`config.mk`:
```
export PLATFORM = sky130hd
export DESIGN_NAME = sim_run_ctrl_flat
export DESIGN_NICKNAME = d
export VERILOG_FILES = /design/src/rtl/sim_run_ctrl_if.sv /design/src/rtl/sim_run_ctrl.sv /design/src/flat_wrapper.sv
export SDC_FILE = /design/constraint.sdc
export NUM_CORES = 1
export LEC_CHECK = 0
export ABC_AREA = 1
export CAP_MARGIN = 15
export CORE_MARGIN = 2
export CORE_UTILIZATION = 45
export DETAILED_ROUTE_END_ITERATION = 16
export HOLD_SLACK_MARGIN = 0.06
export PLACE_DENSITY_LB_ADDON = 0.3
export SLEW_MARGIN = 30
export SYNTH_ARGS = -nofsm -noshare
export SYNTH_HDL_FRONTEND = slang
export SYNTH_SLANG_ARGS = --single-unit
```
`constraint.sdc`:
```
create_clock -name clk -period 3.5 [get_ports clk]
set_input_delay 0.875 -clock clk [delete_from_list [all_inputs] [get_ports clk]]
set_output_delay 0.875 -clock clk [all_outputs]
set_load 0.005 [all_outputs]
```
`src/rtl/sim_run_ctrl_if.sv`:
```
// Bundles the run-control command, CPU retire stream and status outputs of sim_run_ctrl.
// The PC trace port pair exists only when SIM_RUN_CTRL_TRACE_EN is defined.
interface sim_run_ctrl_if #(
    parameter int unsigned PC_WIDTH  = 32,
    parameter int unsigned CNT_WIDTH = 32
`ifdef SIM_RUN_CTRL_TRACE_EN
    ,
    parameter int unsigned TRACE_IDX_W = 3
`endif
);
    logic                 start;
    logic [PC_WIDTH-1:0]  pc;
    logic                 retire;
    logic                 cpu_reset;
    logic                 running;
    logic                 done;
    logic                 timeout;
    logic [CNT_WIDTH-1:0] cycle_count;
    logic [CNT_WIDTH-1:0] instr_count;
    logic [PC_WIDTH-1:0]  final_pc;
`ifdef SIM_RUN_CTRL_TRACE_EN
    logic [TRACE_IDX_W-1:0] trace_idx;
    logic [PC_WIDTH-1:0]    trace_pc;

    modport master (
        output start, pc, retire, trace_idx,
        input  cpu_reset, running, done, timeout, cycle_count, instr_count, final_pc, trace_pc
    );
    modport slave (
        input  start, pc, retire, trace_idx,
        output cpu_reset, running, done, timeout, cycle_count, instr_count, final_pc, trace_pc
    );
`else
    modport master (
        output start, pc, retire,
        input  cpu_reset, running, done, timeout, cycle_count, instr_count, final_pc
    );
    modport slave (
        input  start, pc, retire,
        output cpu_reset, running, done, timeout, cycle_count, instr_count, final_pc
    );
`endif
endinterface

```
`src/rtl/sim_run_ctrl.sv`:
```
// Run controller: sequences CPU reset, counts cycles/retires, detects jump-to-self halt and budget timeout.
// Optional PC trace ring buffer enabled by defining SIM_RUN_CTRL_TRACE_EN.
module sim_run_ctrl #(
    parameter int unsigned PC_WIDTH    = 32,
    parameter int unsigned CNT_WIDTH   = 32,
    parameter int unsigned RST_CYCLES  = 2,
    parameter int unsigned MAX_CYCLES  = 100,
    parameter int unsigned HALT_REPEAT = 4,
    parameter int unsigned TRACE_DEPTH = 8
) (
    input  logic          clk,
    input  logic          reset,
    sim_run_ctrl_if.slave bus
);
    localparam int unsigned HOLD_W = (RST_CYCLES > 0) ? $clog2(RST_CYCLES + 1) : 1;
    localparam int unsigned REP_W  = $clog2(HALT_REPEAT + 1);
    localparam logic [CNT_WIDTH-1:0] MAX_C = CNT_WIDTH'(MAX_CYCLES);

    if (RST_CYCLES < 1 || HALT_REPEAT < 2 || TRACE_DEPTH < 2 ||
        (TRACE_DEPTH & (TRACE_DEPTH - 1)) != 0) begin : g_param_check
        $error("sim_run_ctrl: need RST_CYCLES>=1, HALT_REPEAT>=2, TRACE_DEPTH a power of 2 >= 2");
    end

    typedef enum logic [2:0] {
        S_IDLE,
        S_HOLD,
        S_RUN,
        S_DONE,
        S_TIMEOUT
    } state_t;

    state_t               state_q, state_d;
    logic [HOLD_W-1:0]    hold_q, hold_d;
    logic [CNT_WIDTH-1:0] cycle_q, cycle_d;
    logic [CNT_WIDTH-1:0] instr_q, instr_d;
    logic [PC_WIDTH-1:0]  fpc_q, fpc_d;
    logic [PC_WIDTH-1:0]  last_pc_q, last_pc_d;
    logic [REP_W-1:0]     rep_q, rep_d;
    logic                 cpu_reset_q, cpu_reset_d;
    logic                 running_q, running_d;
    logic                 done_q, done_d;
    logic                 timeout_q, timeout_d;
    logic                 start_accept;
    logic                 halt_hit;
    logic                 budget_hit;

    always_ff @(posedge clk or negedge reset) begin
        if (!reset) begin
            state_q     <= S_IDLE;
            hold_q      <= '0;
            cycle_q     <= '0;
            instr_q     <= '0;
            fpc_q       <= '0;
            last_pc_q   <= '0;
            rep_q       <= '0;
            cpu_reset_q <= 1'b1;
            running_q   <= 1'b0;
            done_q      <= 1'b0;
            timeout_q   <= 1'b0;
        end else begin
            state_q     <= state_d;
            hold_q      <= hold_d;
            cycle_q     <= cycle_d;
            instr_q     <= instr_d;
            fpc_q       <= fpc_d;
            last_pc_q   <= last_pc_d;
            rep_q       <= rep_d;
            cpu_reset_q <= cpu_reset_d;
            running_q   <= running_d;
            done_q      <= done_d;
            timeout_q   <= timeout_d;
        end
    end

    always_comb begin
        state_d      = state_q;
        hold_d       = hold_q;
        cycle_d      = cycle_q;
        instr_d      = instr_q;
        fpc_d        = fpc_q;
        last_pc_d    = last_pc_q;
        rep_d        = rep_q;
        cpu_reset_d  = cpu_reset_q;
        running_d    = running_q;
        done_d       = done_q;
        timeout_d    = timeout_q;
        start_accept = 1'b0;
        halt_hit     = 1'b0;
        budget_hit   = 1'b0;

        case (state_q)
            S_IDLE, S_DONE, S_TIMEOUT: begin
                if (bus.start) begin
                    start_accept = 1'b1;
                    state_d      = S_HOLD;
                    hold_d       = HOLD_W'(RST_CYCLES);
                    cycle_d      = '0;
                    instr_d      = '0;
                    fpc_d        = '0;
                    last_pc_d    = '0;
                    rep_d        = '0;
                    cpu_reset_d  = 1'b1;
                    running_d    = 1'b0;
                    done_d       = 1'b0;
                    timeout_d    = 1'b0;
                end
            end
            S_HOLD: begin
                // Leaving on the count-of-1 edge gives exactly RST_CYCLES cycles of cpu_reset after start.
                if (hold_q <= HOLD_W'(1)) begin
                    state_d     = S_RUN;
                    hold_d      = '0;
                    cpu_reset_d = 1'b0;
                    running_d   = 1'b1;
                end else begin
                    hold_d = hold_q - HOLD_W'(1);
                end
            end
            S_RUN: begin
                if (cycle_q != '1) cycle_d = cycle_q + CNT_WIDTH'(1);
                if (bus.retire) begin
                    if (instr_q != '1) instr_d = instr_q + CNT_WIDTH'(1);
                    // rep_q==0 marks an empty tracker so the first retire always restarts at 1.
                    if (rep_q != '0 && bus.pc == last_pc_q) begin
                        rep_d = rep_q + REP_W'(1);
                    end else begin
                        rep_d     = REP_W'(1);
                        last_pc_d = bus.pc;
                    end
                    halt_hit = (rep_d == REP_W'(HALT_REPEAT));
                end
                budget_hit = (MAX_CYCLES != 0) && (cycle_d == MAX_C);
                if (halt_hit) begin
                    state_d     = S_DONE;
                    done_d      = 1'b1;
                    fpc_d       = bus.pc;
                    cpu_reset_d = 1'b1;
                    running_d   = 1'b0;
                end else if (budget_hit) begin
                    state_d     = S_TIMEOUT;
                    timeout_d   = 1'b1;
                    cpu_reset_d = 1'b1;
                    running_d   = 1'b0;
                end
            end
            default: state_d = S_IDLE;
        endcase
    end

    assign bus.cpu_reset   = cpu_reset_q;
    assign bus.running     = running_q;
    assign bus.done        = done_q;
    assign bus.timeout     = timeout_q;
    assign bus.cycle_count = cycle_q;
    assign bus.instr_count = instr_q;
    assign bus.final_pc    = fpc_q;

`ifdef SIM_RUN_CTRL_TRACE_EN
    localparam int unsigned TW = $clog2(TRACE_DEPTH);

    logic [PC_WIDTH-1:0] trace_mem [TRACE_DEPTH];
    logic [TW-1:0]       wr_ptr;
    logic [TW-1:0]       rd_ptr;

    always_ff @(posedge clk or negedge reset) begin
        if (!reset) begin
            for (int unsigned i = 0; i < TRACE_DEPTH; i++) trace_mem[i] <= '0;
            wr_ptr <= '0;
        end else if (start_accept) begin
            for (int unsigned i = 0; i < TRACE_DEPTH; i++) trace_mem[i] <= '0;
            wr_ptr <= '0;
        end else if (state_q == S_RUN && bus.retire) begin
            trace_mem[wr_ptr] <= bus.pc;
            wr_ptr            <= wr_ptr + TW'(1);
        end
    end

    // wr_ptr points at the next free slot, so the newest entry sits one behind it.
    assign rd_ptr       = wr_ptr - TW'(1) - bus.trace_idx;
    assign bus.trace_pc = trace_mem[rd_ptr];
`endif
endmodule

```
`src/flat_wrapper.sv`:
```
// flat-port wrapper written by rule: the top's interface ports become plain ports
module sim_run_ctrl_flat 
#(
    parameter int unsigned PC_WIDTH    = 32,
    parameter int unsigned CNT_WIDTH   = 32,
    parameter int unsigned RST_CYCLES  = 2,
    parameter int unsigned MAX_CYCLES  = 100,
    parameter int unsigned HALT_REPEAT = 4,
    parameter int unsigned TRACE_DEPTH = 8
)
  (clk, reset, bus_start, bus_pc, bus_retire, bus_cpu_reset, bus_running, bus_done, bus_timeout, bus_cycle_count, bus_instr_count, bus_final_pc);
  sim_run_ctrl_if #(.PC_WIDTH(PC_WIDTH), .CNT_WIDTH(CNT_WIDTH)) bus_i ();
  input  logic clk;
  input  logic reset;
  input wire logic [$bits(bus_i.start)-1:0] bus_start;
  input wire logic [$bits(bus_i.pc)-1:0] bus_pc;
  input wire logic [$bits(bus_i.retire)-1:0] bus_retire;
  output wire logic [$bits(bus_i.cpu_reset)-1:0] bus_cpu_reset;
  output wire logic [$bits(bus_i.running)-1:0] bus_running;
  output wire logic [$bits(bus_i.done)-1:0] bus_done;
  output wire logic [$bits(bus_i.timeout)-1:0] bus_timeout;
  output wire logic [$bits(bus_i.cycle_count)-1:0] bus_cycle_count;
  output wire logic [$bits(bus_i.instr_count)-1:0] bus_instr_count;
  output wire logic [$bits(bus_i.final_pc)-1:0] bus_final_pc;
  assign bus_i.start = bus_start;
  assign bus_i.pc = bus_pc;
  assign bus_i.retire = bus_retire;
  assign bus_cpu_reset = bus_i.cpu_reset;
  assign bus_running = bus_i.running;
  assign bus_done = bus_i.done;
  assign bus_timeout = bus_i.timeout;
  assign bus_cycle_count = bus_i.cycle_count;
  assign bus_instr_count = bus_i.instr_count;
  assign bus_final_pc = bus_i.final_pc;
  sim_run_ctrl #(.PC_WIDTH(PC_WIDTH), .CNT_WIDTH(CNT_WIDTH), .RST_CYCLES(RST_CYCLES), .MAX_CYCLES(MAX_CYCLES), .HALT_REPEAT(HALT_REPEAT), .TRACE_DEPTH(TRACE_DEPTH)) u_core (.clk(clk), .reset(reset), .bus(bus_i));
endmodule
```
Yosys cells after proc, flatten, opt, wreduce, memory -nomap -nowiden --
Cells that the tools add are included.
Word-level totals: register bits 140, input bits 36, output and inout port bits 100, word-level logic and storage cells 92
Cells by class: $add $sub $neg 4, order comparisons 1, equal/unequal tests 18, muxes and demuxes 42, reductions and logical operators 16
Operators with widths (count):
- $mux 32 | 8
- $pmux 32 s2 | 4
- $add 32x1->32 const B | 2
- $ne 32x32->1 const B | 2
- $eq 32x32->1 | 1
- $eq 32x7->1 const B | 1
- $mux 3 | 9
- $reduce_and 4->1 | 4
- $mux 1 | 12
- $pmux 3 s3 | 1
- $reduce_and 3->1 | 3
- $ne 2x1->1 const B | 4
- $ne 2x2->1 const B | 4
- $eq 3x2->1 const B | 2
- $eq 3x3->1 const B | 2
- $pmux 1 s3 | 2
- $pmux 3 s2 | 1
- $reduce_bool 3->1 | 2
- $mux 2 | 2
- $pmux 1 s2 | 2
- $pmux 2 s2 | 1
- $reduce_and 2->1 | 2
- $reduce_bool 2->1 | 2
- $add 3x1->3 const B | 1
- other kinds (7) | 7

Longest topological paths before layout --
word-level depth 10, mapped depth 18, gate-level depth less buffers 17

Least setup slack after synthesis --
Ideal clock, no wire load.
path type input to register, start point input bus_pc[25], end point register u_core.fpc_q[16] (netlist: u_core.bus.final_pc[16]), setup time 0.066 ns, data arrival time 2.300 ns, required time 3.434 ns, setup slack 1.134 ns, stages 15, buffers on the path 1, cells stage by stage xor2_1 a21oi_1 nand3_1 nor2_1 nand2_1 nor2_1 nand2_1 nor2_1 nand2_1 nand2_1 nand2_2 inv_1 buf_2 nand2_1 nand2_1
On the way: longest elaborated chain between the ends 10
Ends and longest elaborated chain:
- from (decl) | RTL line flat_wrapper.sv:16 | input wire logic [$bits(bus_i.pc)-1:0] bus_pc;
- $eq 32x32->1 | RTL line sim_run_ctrl.sv:124 | if (rep_q != '0 && bus.pc == last_pc_q) begin
- $logic_and 1x1->1 | RTL line sim_run_ctrl.sv:124
- $mux 3 | RTL line sim_run_ctrl.sv:124
- $mux 3 | RTL line sim_run_ctrl.sv:121 | if (bus.retire) begin
- $mux 3 | RTL line sim_run_ctrl.sv:91 | case (state_q)
- $eq 3x3->1 | RTL line sim_run_ctrl.sv:130 | halt_hit = (rep_d == REP_W'(HALT_REPEAT));
- $mux 1 | RTL line sim_run_ctrl.sv:121
- $mux 1 | RTL line sim_run_ctrl.sv:91
- $ne 2x1->1 (no source line)
- $reduce_and 3->1 (no source line)
- to (signal assigned) | RTL line sim_run_ctrl.sv:65 | fpc_q <= fpc_d;
- to (decl) | RTL line sim_run_ctrl.sv:36 | logic [PC_WIDTH-1:0] fpc_q, fpc_d;
No other way between the ends. The select of a mux whose other input is x is not followed. A chain may end at the register's enable or synchronous reset.

Worst setup path after layout --
start point register u_core.cycle_q[0] (netlist: u_core.bus.cycle_count[0]), end point register u_core.state_q[0]
On the way: longest elaborated chain between the ends 6, elaborated cells between the ends (all ways) 7, those cells by class 1 x add/sub; 3 x eq/ne; 2 x mux; 1 x reduce/logical
Ends and longest elaborated chain:
- from (decl) | RTL line sim_run_ctrl.sv:34 | logic [CNT_WIDTH-1:0] cycle_q, cycle_d;
- from (signal assigned) | RTL line sim_run_ctrl.sv:63 | cycle_q <= cycle_d;
- $add 32x1->32 / $ne 32x32->1 (equally long branches) | RTL line sim_run_ctrl.sv:120 | if (cycle_q != '1) cycle_d = cycle_q + CNT_WIDTH'(1);
- $mux 32 (*) | RTL line sim_run_ctrl.sv:120
- $mux 32 (*) | RTL line sim_run_ctrl.sv:91
- $eq 32x7->1 (*) | RTL line sim_run_ctrl.sv:132 | budget_hit = (MAX_CYCLES != 0) && (cycle_d == MAX_C);
- $ne 3x1->1 (no source line) (*)
- $reduce_and 3->1 (no source line) (*)
- to (signal assigned) | RTL line sim_run_ctrl.sv:61 | state_q <= state_d;
- to (decl) | RTL line sim_run_ctrl.sv:32 | state_t state_q, state_d;
Mark *: on every way between the ends. The rest lies on a longest branch, timed or not. The select of a mux whose other input is x is not followed.

==> results_dict.tcl <==
set metrics [dict create \
    async_flop_share_pct 100 \
    final-hold-violation-count 0 \
    ys_seq_area_share_pct 44.5 \
    drt_first_pass_iters 5 \
    cts_setup_buffers 0 \
    synth-edff-count 0 \
    cts_hold_buf 0 \
    dp_worst_setup_slack_ns 0.214 \
    antenna_found_initial 0 \
    path_max_fanout 14 \
    startpoint_type "register" \
    dpl.hpwl_microns 16100 \
    cts_sinks 140 \
    yosysUniqueCellTypes 38 \
    io_pins 136 \
    grt-ovfl-total 0 \
    numCtsBuffers 17 \
    ctsLongestPathBuffers 2 \
    antenna-diode-count 0 \
    status "completed" \
    crit_path_end_kind "register" \
    area_growth_pct 28.0 \
    fmax_mhz 331 \
    cts_tree "done" \
    synth_mux_area_share_pct 0 \
    synth-simple-area-share_pct 33.7 \
    p_per_area_mw_per_mm2 597 \
    vias_per_cell 5.33 \
    dieArea_sq_mm 0.0186 \
    synth_adder_area_share_pct 0.636 \
    path_cells "ha_1 > inv_2 > nor2_4 > nand2_4 > nor2_8 > nand2_2 > inv_1 > nor2_1 > nand2_1 > nor2_1 > nand2_1 > nor2_1 > nand3_2 > nand3_4 > nand3_2 > nand2_1 > nand2_1" \
    grt_pass1_wl_microns 36100 \
    vias 7724 \
    rows 48 \
    drv_cap 0 \
    grt_max_degree 69 \
    route.detailed.drc 0 \
    clockRootBuffer "clkbuf_16" \
    drt_iter0_markers 599 \
    synth_compound_area_share_pct 9.19 \
    finalMaxSlewViolations 0 \
    postLayoutSetupSlackWorst_ns 0.477 \
    wl_per_cell_microns 15.3 \
    nFillCells 1598 \
    post-route-period-util_pct 86.4 \
    setup_viol 0 \
    slowest_stage "dfrtp_1" \
    rsz0062_at_grt "false" \
    fp.coreArea_sq_mm 0.0172 \
    die_y_microns 136 \
    crit_type "reg -> reg" \
    fp.dieW_microns 136 \
    cts_resized 0 \
    ant_nets 0 \
    place_congestion 0.922 \
    fin_nets 1251 \
    track_usage_pct 24.8 \
    peakVddDrop_mv 0.525 \
    routed_wl_microns 22200 \
    timing.critical_path.mode_cell "nand2_1" \
    multi_input_area_sq_mm 0.00380 \
    netlist_instances 1077 \
    tns_ns 0 \
    max_stage_delay_ns 0.61 \
    avgSynthCellArea_sq_um 7.31 \
    hold_class "in -> async" \
    register_area_sq_mm 0.00350 \
    synth_area_leaders "dfrtp_1, nand2_1, nor2_1, inv_1, o21ai_0" \
    htreeDepth 4 \
    clkLatencyLatePin_ns 0.42 \
    cellLeakagePower_nw 4.44 \
    yosysTopAreaCell "dfrtp_1" \
    synth-xor-area-share_pct 4.67 \
    max-slew-margin-rel_pct 52.6 \
    fin_skew_ns 0.00960 \
    synthesis.area_sq_mm 0.00787 \
    clkTransAtPathRegs_ns 0.07 \
    ys_warn_count 0 \
    drive_gt1_share_pct 6.54 \
    met2_usage_pct 38.6 \
    grt-busiest-layer "met2" \
    synth_ff_type "dfrtp_1" \
    yosys_register_bits 140 \
    synth_top_family_by_area "simple AND/OR/NAND/NOR gates" \
    finalWorstPathRequiredPeriod_ns 3.02 \
    max_slew.worst_pin.slew_ns 0.710 \
    cp.required_ns 3.86 \
    synth.top_cell.area_share_pct 44.2 \
    grtUsageMet1_pct 34.3 \
    met3_usage_pct 5.52 \
    grt_pass1_vias 7148 \
    synth_nets 1117 \
    initial_core_util_pct 45.8 \
    worstPathArrival_ns 3.38 \
    io_buffer_count 135 \
]
-- worst max-delay path: cells and delay by family (launching register included) --
kind,cells,cell delay (ns)
adders and majority gates,1,0.40
buffers and inverters,2,0.46
DFF,1,0.61
and+or+nand+nor,14,1.49
-- power breakdown --
part           total, mW  switching, mW  leakage [nW]  internal (mW)
Clock               1.85          0.761         0.291           1.08
Combinational       1.96           1.22          2.22          0.740
Sequential          2.21          0.257          1.92           1.95
Total               6.02           2.24          4.44           3.78
-- metrics by stage --
stage	std cells	util (%)	cell area (sq um)	hold WS (ns)	total power, mW
final	1449	58.7	10100	0.460	6.02
after global routing	1449	58.7	10100	0.502	6.37
after CTS	1449	58.7	10100	0.476	6.06
after detailed placement	1417	55.2	9480	0.460	4.18
after global placement	1417	55.2	9480	0.455	4.14
after floorplan	1077	-	7870	0.451	3.36
-- flip-flops by register name (all words and copies together), names as in the netlist --
| register | count |
|---|---|
| u_core.bus.cpu_reset | 1 |
| u_core.bus.cycle_count | 32 |
| u_core.bus.done | 1 |
| u_core.bus.final_pc | 32 |
| u_core.bus.instr_count | 32 |
| u_core.bus.running | 1 |
| u_core.bus.timeout | 1 |
| u_core.hold_q | 2 |
| u_core.last_pc_q | 32 |
| u_core.rep_q | 3 |
| u_core.state_q | 3 |
-- routing by layer --
layer	routed length (microns)	share of wire, %	up-vias
met5	0	0	-
met4	504	2.3	0
met3	1500	6.8	40
met2	10300	47	290
met1	9830	44	3646
li1	-	-	3748
-- area by class of cell --
| type | instances | share of cell area, % |
|---|---|---|
| multi-input cells | 789 | 37.7 |
| flip-flops and latches | 140 | 34.8 |
| repair buffers | 147 | 14.4 |
| clock buffers | 18 | 4.36 |
| inverters | 116 | 4.32 |
| well taps | 225 | 2.79 |
| clock inverters | 14 | 1.59 |
-- placed cells by master (no fill, tap or decap), drive strengths merged, types with 20 or more instances in the layout --
| master | netlist | layout |
|---|---|---|
| a21oi | 20 | 20 |
| nand4 | 23 | 23 |
| nand2 | 340 | 340 |
| dfrtp | 139 | 139 |
| inv | 116 | 121 |
| nor2 | 129 | 129 |
| clkdlybuf4s50 | 0 | 134 |
| nor3 | 25 | 25 |
| xnor2 | 25 | 25 |
| o21ai | 77 | 77 |
| nand3 | 78 | 78 |
-- cell usage after synthesis, types with 4 or more instances --
library cell    n
nand3_2         4
a21oi_1        20
nor3_1         25
inv_1         112
ha_1            4
dfrtp_1       139
nor4_1          9
nand3_1        73
xnor2_1        25
xor2_1         17
nor2_1        117
nand4_1        23
o31ai_1        14
nand2_2         6
nand2_1       332
inv_2           4
o21a_1          4
clkbuf_1       24
nor2_2          8
o21ai_0        76
o22ai_1         9
or2_2           4
-- final timing paths --
check | from | to | slack (ns) | depth (start not counted)
min in group clk | u_core.bus.cpu_reset | u_core.bus.cpu_reset | 0.48 | 2
max in group asynchronous | reset | u_core.bus.cpu_reset | 2.23 | 2
worst min-delay path | reset | u_core.bus.final_pc[26] | 0.46 | 1
worst max register to register | u_core.bus.cycle_count[0] | u_core.state_q[0] | 0.48 | 17
worst max-delay path | u_core.bus.cycle_count[0] | u_core.state_q[0] | 0.48 | 17
worst min register to register | u_core.bus.cpu_reset | u_core.bus.cpu_reset | 0.48 | 2
-- kinds of logic after synthesis --
| family | after synthesis |
|---|---|
| simple gates | 613 |
| buf+inv | 148 |
| flops | 140 |
| compound gates | 130 |
| xor+xnor | 42 |
| fa+ha+maj | 4 |
(Power assumes the default switching activity.)
==> patch 1, RTL diff (same settings) <==
`MAX_CYCLES` is set to 100 in 2 places; all go to 64.
--- a/src/rtl/sim_run_ctrl.sv
+++ b/src/rtl/sim_run_ctrl.sv
@@ -4,7 +4,7 @@
     parameter int unsigned PC_WIDTH    = 32,
     parameter int unsigned CNT_WIDTH   = 32,
     parameter int unsigned RST_CYCLES  = 2,
-    parameter int unsigned MAX_CYCLES  = 100,
+    parameter int unsigned MAX_CYCLES  = 64,
     parameter int unsigned HALT_REPEAT = 4,
     parameter int unsigned TRACE_DEPTH = 8
 ) (
--- a/src/flat_wrapper.sv
+++ b/src/flat_wrapper.sv
@@ -4,7 +4,7 @@
     parameter int unsigned PC_WIDTH    = 32,
     parameter int unsigned CNT_WIDTH   = 32,
     parameter int unsigned RST_CYCLES  = 2,
-    parameter int unsigned MAX_CYCLES  = 100,
+    parameter int unsigned MAX_CYCLES  = 64,
     parameter int unsigned HALT_REPEAT = 4,
     parameter int unsigned TRACE_DEPTH = 8
 )
Behaviour: same outputs for any inputs over 4 cycles, from zero or initial values and one cycle with reset low; that may be too few to reach the edited logic, so the function may still have changed.
==> patch 1 against the original RTL <==
  * Critical path depth did not move
  * Synthesized cell count rose by 0.28%
  * Via count fell by 1.2%
  * Design area rose by 0.58%
  * Sequential cell count did not move
  * Power rose by 3.1%
  * Synthesized area fell by 0.11%
  * Count of clock-buffer cells in the layout rose by 1
  * Clock skew fell by 0.0034 ns
  * Setup slack improved by 0.056 ns
  * Wire length fell by 2.0%
  * Cell count rose by 0.21%
  * Highest routed layer unchanged
==> patch 1: results (changes against the original RTL) <==
stage,metric,value,unit,change
yosys,synth_compound_area_share,9.02,%,was 9.19%
yosys,muxShareOfSynthArea,0,%,unchanged
clock_network,cts_setup_buffers,0,,unchanged
routing,wl,21.7,mm,was 22.2 mm
yosys,synthAdderAreaFrac,0.636,%,about the same
yosys,yosysSeqAreaShare,44.6,%,was 44.5%
yosys,yosysWarnings,0,,unchanged
routing,drtPass1Iterations,5,,unchanged
clock_network,h-tree-depth,4,,unchanged
global_routing,use_met2,38.5,%,was 38.6%
finish,drive_gt1_share,6.03,%,was 6.54%
power_and_ir_drop,vdd_ir_drop_max,0.396,mV,was 0.525 mV
global_routing,grt_pass1_vias,7147,,was 7148
global_routing,grt_max_degree,72,,was 69
placement,portBuffers,135,,unchanged
timing,clock_skew,0.00622,ns,was 0.00960 ns
placement,dp_hpwl,15.5,mm,was 16.1 mm
yosys,synthArstFlopShare,100,%,unchanged
critical_path,crit_fanout,21,,was 14
global_routing,use_met3,4.85,%,was 5.52%
clock_network,path_clk_slew,0.06,ns,
power_and_ir_drop,leakage,4.50,nW,was 4.44 nW
clock_network,cts-buffers-inserted,17,,unchanged
critical_path,arrival,3.33,ns,was 3.38 ns
yosys,yosys.area_share.xor_xnor,4.79,%,was 4.67%
yosys,synth_area_leaders,"dfrtp_1, nand2_1, nor2_1",,unchanged
clock_network,ctsRootBufferMaster,clkbuf_16,,unchanged
yosys,synth_common_cells,"nand2_1, dfrtp_1, nor2_1",,unchanged
global_routing,grt_pass1_wl,35.5,mm,was 36.1 mm
global_routing,met1_usage,34.0,%,was 34.3%
routing,num_vias,7635,,was 7724
clock_network,clkLatencyLatePin,0.43,ns,
routing,drt_iter0_drc,734,,was 599
finish,fin_nets,1254,,was 1251
yosys,syn_nets,1120,,was 1117
timing,worst_slew_pin_slew,0.683,ns,was 0.710 ns
min_path,min_path_type,input pin to asynchronous set/reset pin,,unchanged
global_routing,grt_usage,24.3,%,was 24.8%
clock_network,ctsLongestPathBuffers,2,,unchanged
finish,antenna_cells,0,,unchanged
finish,fillers,1642,,was 1598
clock_network,cts_resized,0,,unchanged
yosys,ys_types,37,,was 38
critical_path,startpoint,u_core.bus.cycle_count[0],,unchanged
placement,place_congestion,0.933,,was 0.922
global_routing,grt_antenna_before_repair,0,,unchanged
run_status,status,completed,,unchanged
==> patch 1: cell types whose count changed in the layout (fill, tap and decap cells not counted), sizes merged, moves of 2 or more <==
cell,delta
nand2,+4
bufinv,+3
inv,-5
nor2,+2
==> patch 1: cell families after synthesis <==
logic type,count (synthesis)
buffers and inverters,148
XOR/XNOR,43
adder cells (fa/ha/maj),4
flip-flops,140
AO/OA/AOI/OAI,128
AND/OR/NAND/NOR,617
==> patch 1: layout make-up <==
class                   count  area [µm²]  share of cell area (%)
clock buffers              19         453                    4.47
clock inverters            13         214                    2.11
inverters                 115         432                    4.26
multi-input cells         792        3790                    37.4
flip-flops and latches    140        3500                    34.6
well taps                 225         282                    2.78
repair buffers            148        1460                    14.4
==> patch 1: worst max-delay path: stages, from the launching register on <==
cell and delay, ns:
dfrtp_1 0.60, ha_1 0.24, inv_1 0.07, nor2_4 0.19, nand2_4 0.12, nor2_8 0.22, nand2_4 0.21, inv_1 0.38
nor2_1 0.11, nand2_1 0.07, inv_1 0.04, nand3_1 0.10, nor2_1 0.08, nand3_2 0.09, nand3_2 0.14, nand3_1 0.14
nand2_1 0.06, nand2_1 0.05
==> patch 1: path summary, 6_finish.rpt <==
kind                                              to  slack [ns]  depth (start not counted)
max reg2reg                       u_core.bus.running        0.53                         17
min in group clk                u_core.bus.cpu_reset        0.47                          2
max                               u_core.bus.running        0.53                         17
min                              u_core.last_pc_q[5]        0.38                          1
min reg2reg                     u_core.bus.cpu_reset        0.47                          2
max in group asynchronous  u_core.bus.instr_count[3]        2.37                          2
==> patch 1: metal layers <==
metal  routed length [µm]  up-vias
met5                    0        -
met3                 1580       31
met2                 9960      281
met1                 9900     3568
met4                  265        0
li1                     -     3755
==> patch 1: where the power goes <==
| part | switching, mW | total [mW] | internal (mW) |
|---|---|---|---|
| clock | 0.746 | 2.05 | 1.31 |
| sequential | 0.265 | 2.23 | 1.96 |
| combinational | 1.18 | 1.93 | 0.748 |
==> patch 1: per-stage QoR <==
step	total power, mW	hold WS (ns)	area, µm²	setup WS (ns)	std cells
floorplan	3.34	0.453	7860	1.17	1080
global placement	4.15	0.466	9470	0.336	1420
detailed placement	4.18	0.464	9470	0.327	1420
CTS	6.25	0.386	10100	0.576	1452
global route	6.58	0.400	10100	0.271	1452
finish	6.21	0.377	10100	0.534	1452
==> patch 2, RTL diff (config.mk and constraints unchanged) <==
Without the edit above. `instr_q` no longer has a reset.
--- a/src/rtl/sim_run_ctrl.sv
+++ b/src/rtl/sim_run_ctrl.sv
@@ -49,7 +49,6 @@
             state_q     <= S_IDLE;
             hold_q      <= '0;
             cycle_q     <= '0;
-            instr_q     <= '0;
             fpc_q       <= '0;
             last_pc_q   <= '0;
             rep_q       <= '0;
@@ -61,7 +60,6 @@
             state_q     <= state_d;
             hold_q      <= hold_d;
             cycle_q     <= cycle_d;
-            instr_q     <= instr_d;
             fpc_q       <= fpc_d;
             last_pc_q   <= last_pc_d;
             rep_q       <= rep_d;
@@ -70,6 +68,10 @@
             done_q      <= done_d;
             timeout_q   <= timeout_d;
         end
+    end
+
+    always_ff @(posedge clk) begin
+        instr_q <= instr_d;
     end
 
     always_comb begin
Check against the original RTL: differs if reset is asserted again (counterexample within 10 cycles, from zero or initial values and one cycle with reset low); with reset held inactive, the same outputs for 10 cycles.
==> patch 2 against the original RTL <==
  * Sequential cell count did not move
  * Wire length fell by 10%
  * Largest cell class is now registers
  * Synthesized area fell by 2.4%
  * Highest routed layer unchanged
  * Critical endpoint is now u_core.state_q[1]
  * Design area fell by 0.99%
  * Power rose by 12%
  * Setup slack got worse by 0.059 ns
  * Sequential share of layout area rose by 2.0 points
  * Count of clock-buffer cells in the layout rose by 5
==> patch 2: results (changes against the original RTL) <==
stage,metric,value,unit,change
run_status,status,completed,,unchanged
global_routing,grt_pass1_vias,6669,,was 7148
power_and_ir_drop,vdd_ir_drop_max,0.372,mV,was 0.525 mV
power_and_ir_drop,p_sw,2.32,mW,was 2.24 mW
power_and_ir_drop,leakage,4.15,nW,was 4.44 nW
global_routing,grt_max_degree,61,,was 69
placement,place_area,9320,µm²,was 9480 µm²
global_routing,grt_pass1_wl,32.4,mm,was 36.1 mm
placement,dp.cells,1328,,was 1417
power_and_ir_drop,p_seq,2.55,mW,was 2.21 mW
routing,wl_met3,1.19,mm,was 1.50 mm
timing,clock_skew,0.00682,ns,was 0.00960 ns
yosys,yosysSeqAreaShare,47.7,%,was 44.5%
yosys,ys_types,40,,was 38
yosys,synthCells,993,,was 1077
yosys,synthArstFlopShare,77.1,%,was 100%
global_routing,met1_usage,30.8,%,was 34.3%
finish,fillers,1507,,was 1598
timing,worst_slew_pin_slew,0.672,ns,was 0.710 ns
routing,viasPerCell,5.22,,was 5.33
routing,wl_met1,9.22,mm,was 9.83 mm
yosys,syn_nets,1033,,was 1117
critical_path,cp_slowest_stage_delay,0.59,ns,was 0.61 ns
finish,fin_nets,1167,,was 1251
min_path,min_path_type,flip-flop to flip-flop,,was input pin to asynchronous set/reset pin
finish,final_cells,1360,,was 1449
global_routing,use_met3,4.17,%,was 5.52%
yosys,synth_area_leaders,"dfrtp_1, nand2_1, edfxtp_1",,"was dfrtp_1, nand2_1, nor2_1"
placement,dp_hpwl,14.2,mm,was 16.1 mm
yosys,synth-edff-count,32,,was 0
critical_path,arrival,3.43,ns,was 3.38 ns
finish,drive_gt1_share,6.05,%,was 6.54%
power_and_ir_drop,p_clk_share,29.4,%,was 30.7%
==> patch 2: cell types whose count changed after synthesis, moves of 5 or more <==
| cell | delta |
|---|---|
| nand2_1 | -56 |
| dfrtp_1 | -32 |
| edfxtp_1 | +32 |
| o21ai_0 | +15 |
| nand3_1 | -9 |
| nor2_1 | -9 |
| o21ai_1 | +7 |
| xor2_1 | -7 |
| nor3_1 | -6 |
| inv_1 | -5 |
| nand2_2 | -5 |
==> patch 2: cells by family after synthesis <==
family | Yosys count | synth area share (%)
AND/OR/NAND/NOR | 521 | 29.6
AO/OA/AOI/OAI | 152 | 10.8
buffers and inverters | 140 | 7.15
flip-flops | 140 | 47.7
XOR/XNOR | 36 | 4.10
adder cells (fa/ha/maj) | 4 | 0.651
==> patch 2: path summary, 6_finish.rpt <==
path | start | to | slack, ns | cells past startpoint
min reg2reg | u_core.bus.cpu_reset | u_core.bus.cpu_reset | 0.47 | 2
min | u_core.bus.cpu_reset | u_core.bus.cpu_reset | 0.47 | 2
min in group asynchronous | reset | u_core.bus.cycle_count[28] | 0.49 | 1
max | u_core.bus.cycle_count[0] | u_core.state_q[1] | 0.42 | 17
max reg2reg | u_core.bus.cycle_count[0] | u_core.state_q[1] | 0.42 | 17
max in group asynchronous | reset | u_core.bus.cpu_reset | 2.22 | 2
==> patch 2: cell type report <==
| class | instances | area [µm²] | area share (%) |
|---|---|---|---|
| clock buffers | 23 | 531 | 5.32 |
| clock inverters | 9 | 126 | 1.27 |
| inverters | 109 | 409 | 4.10 |
| multi-input cells | 713 | 3490 | 35.0 |
| flip-flops and latches | 140 | 3660 | 36.7 |
| well taps | 220 | 275 | 2.76 |
| repair buffers | 146 | 1480 | 14.8 |
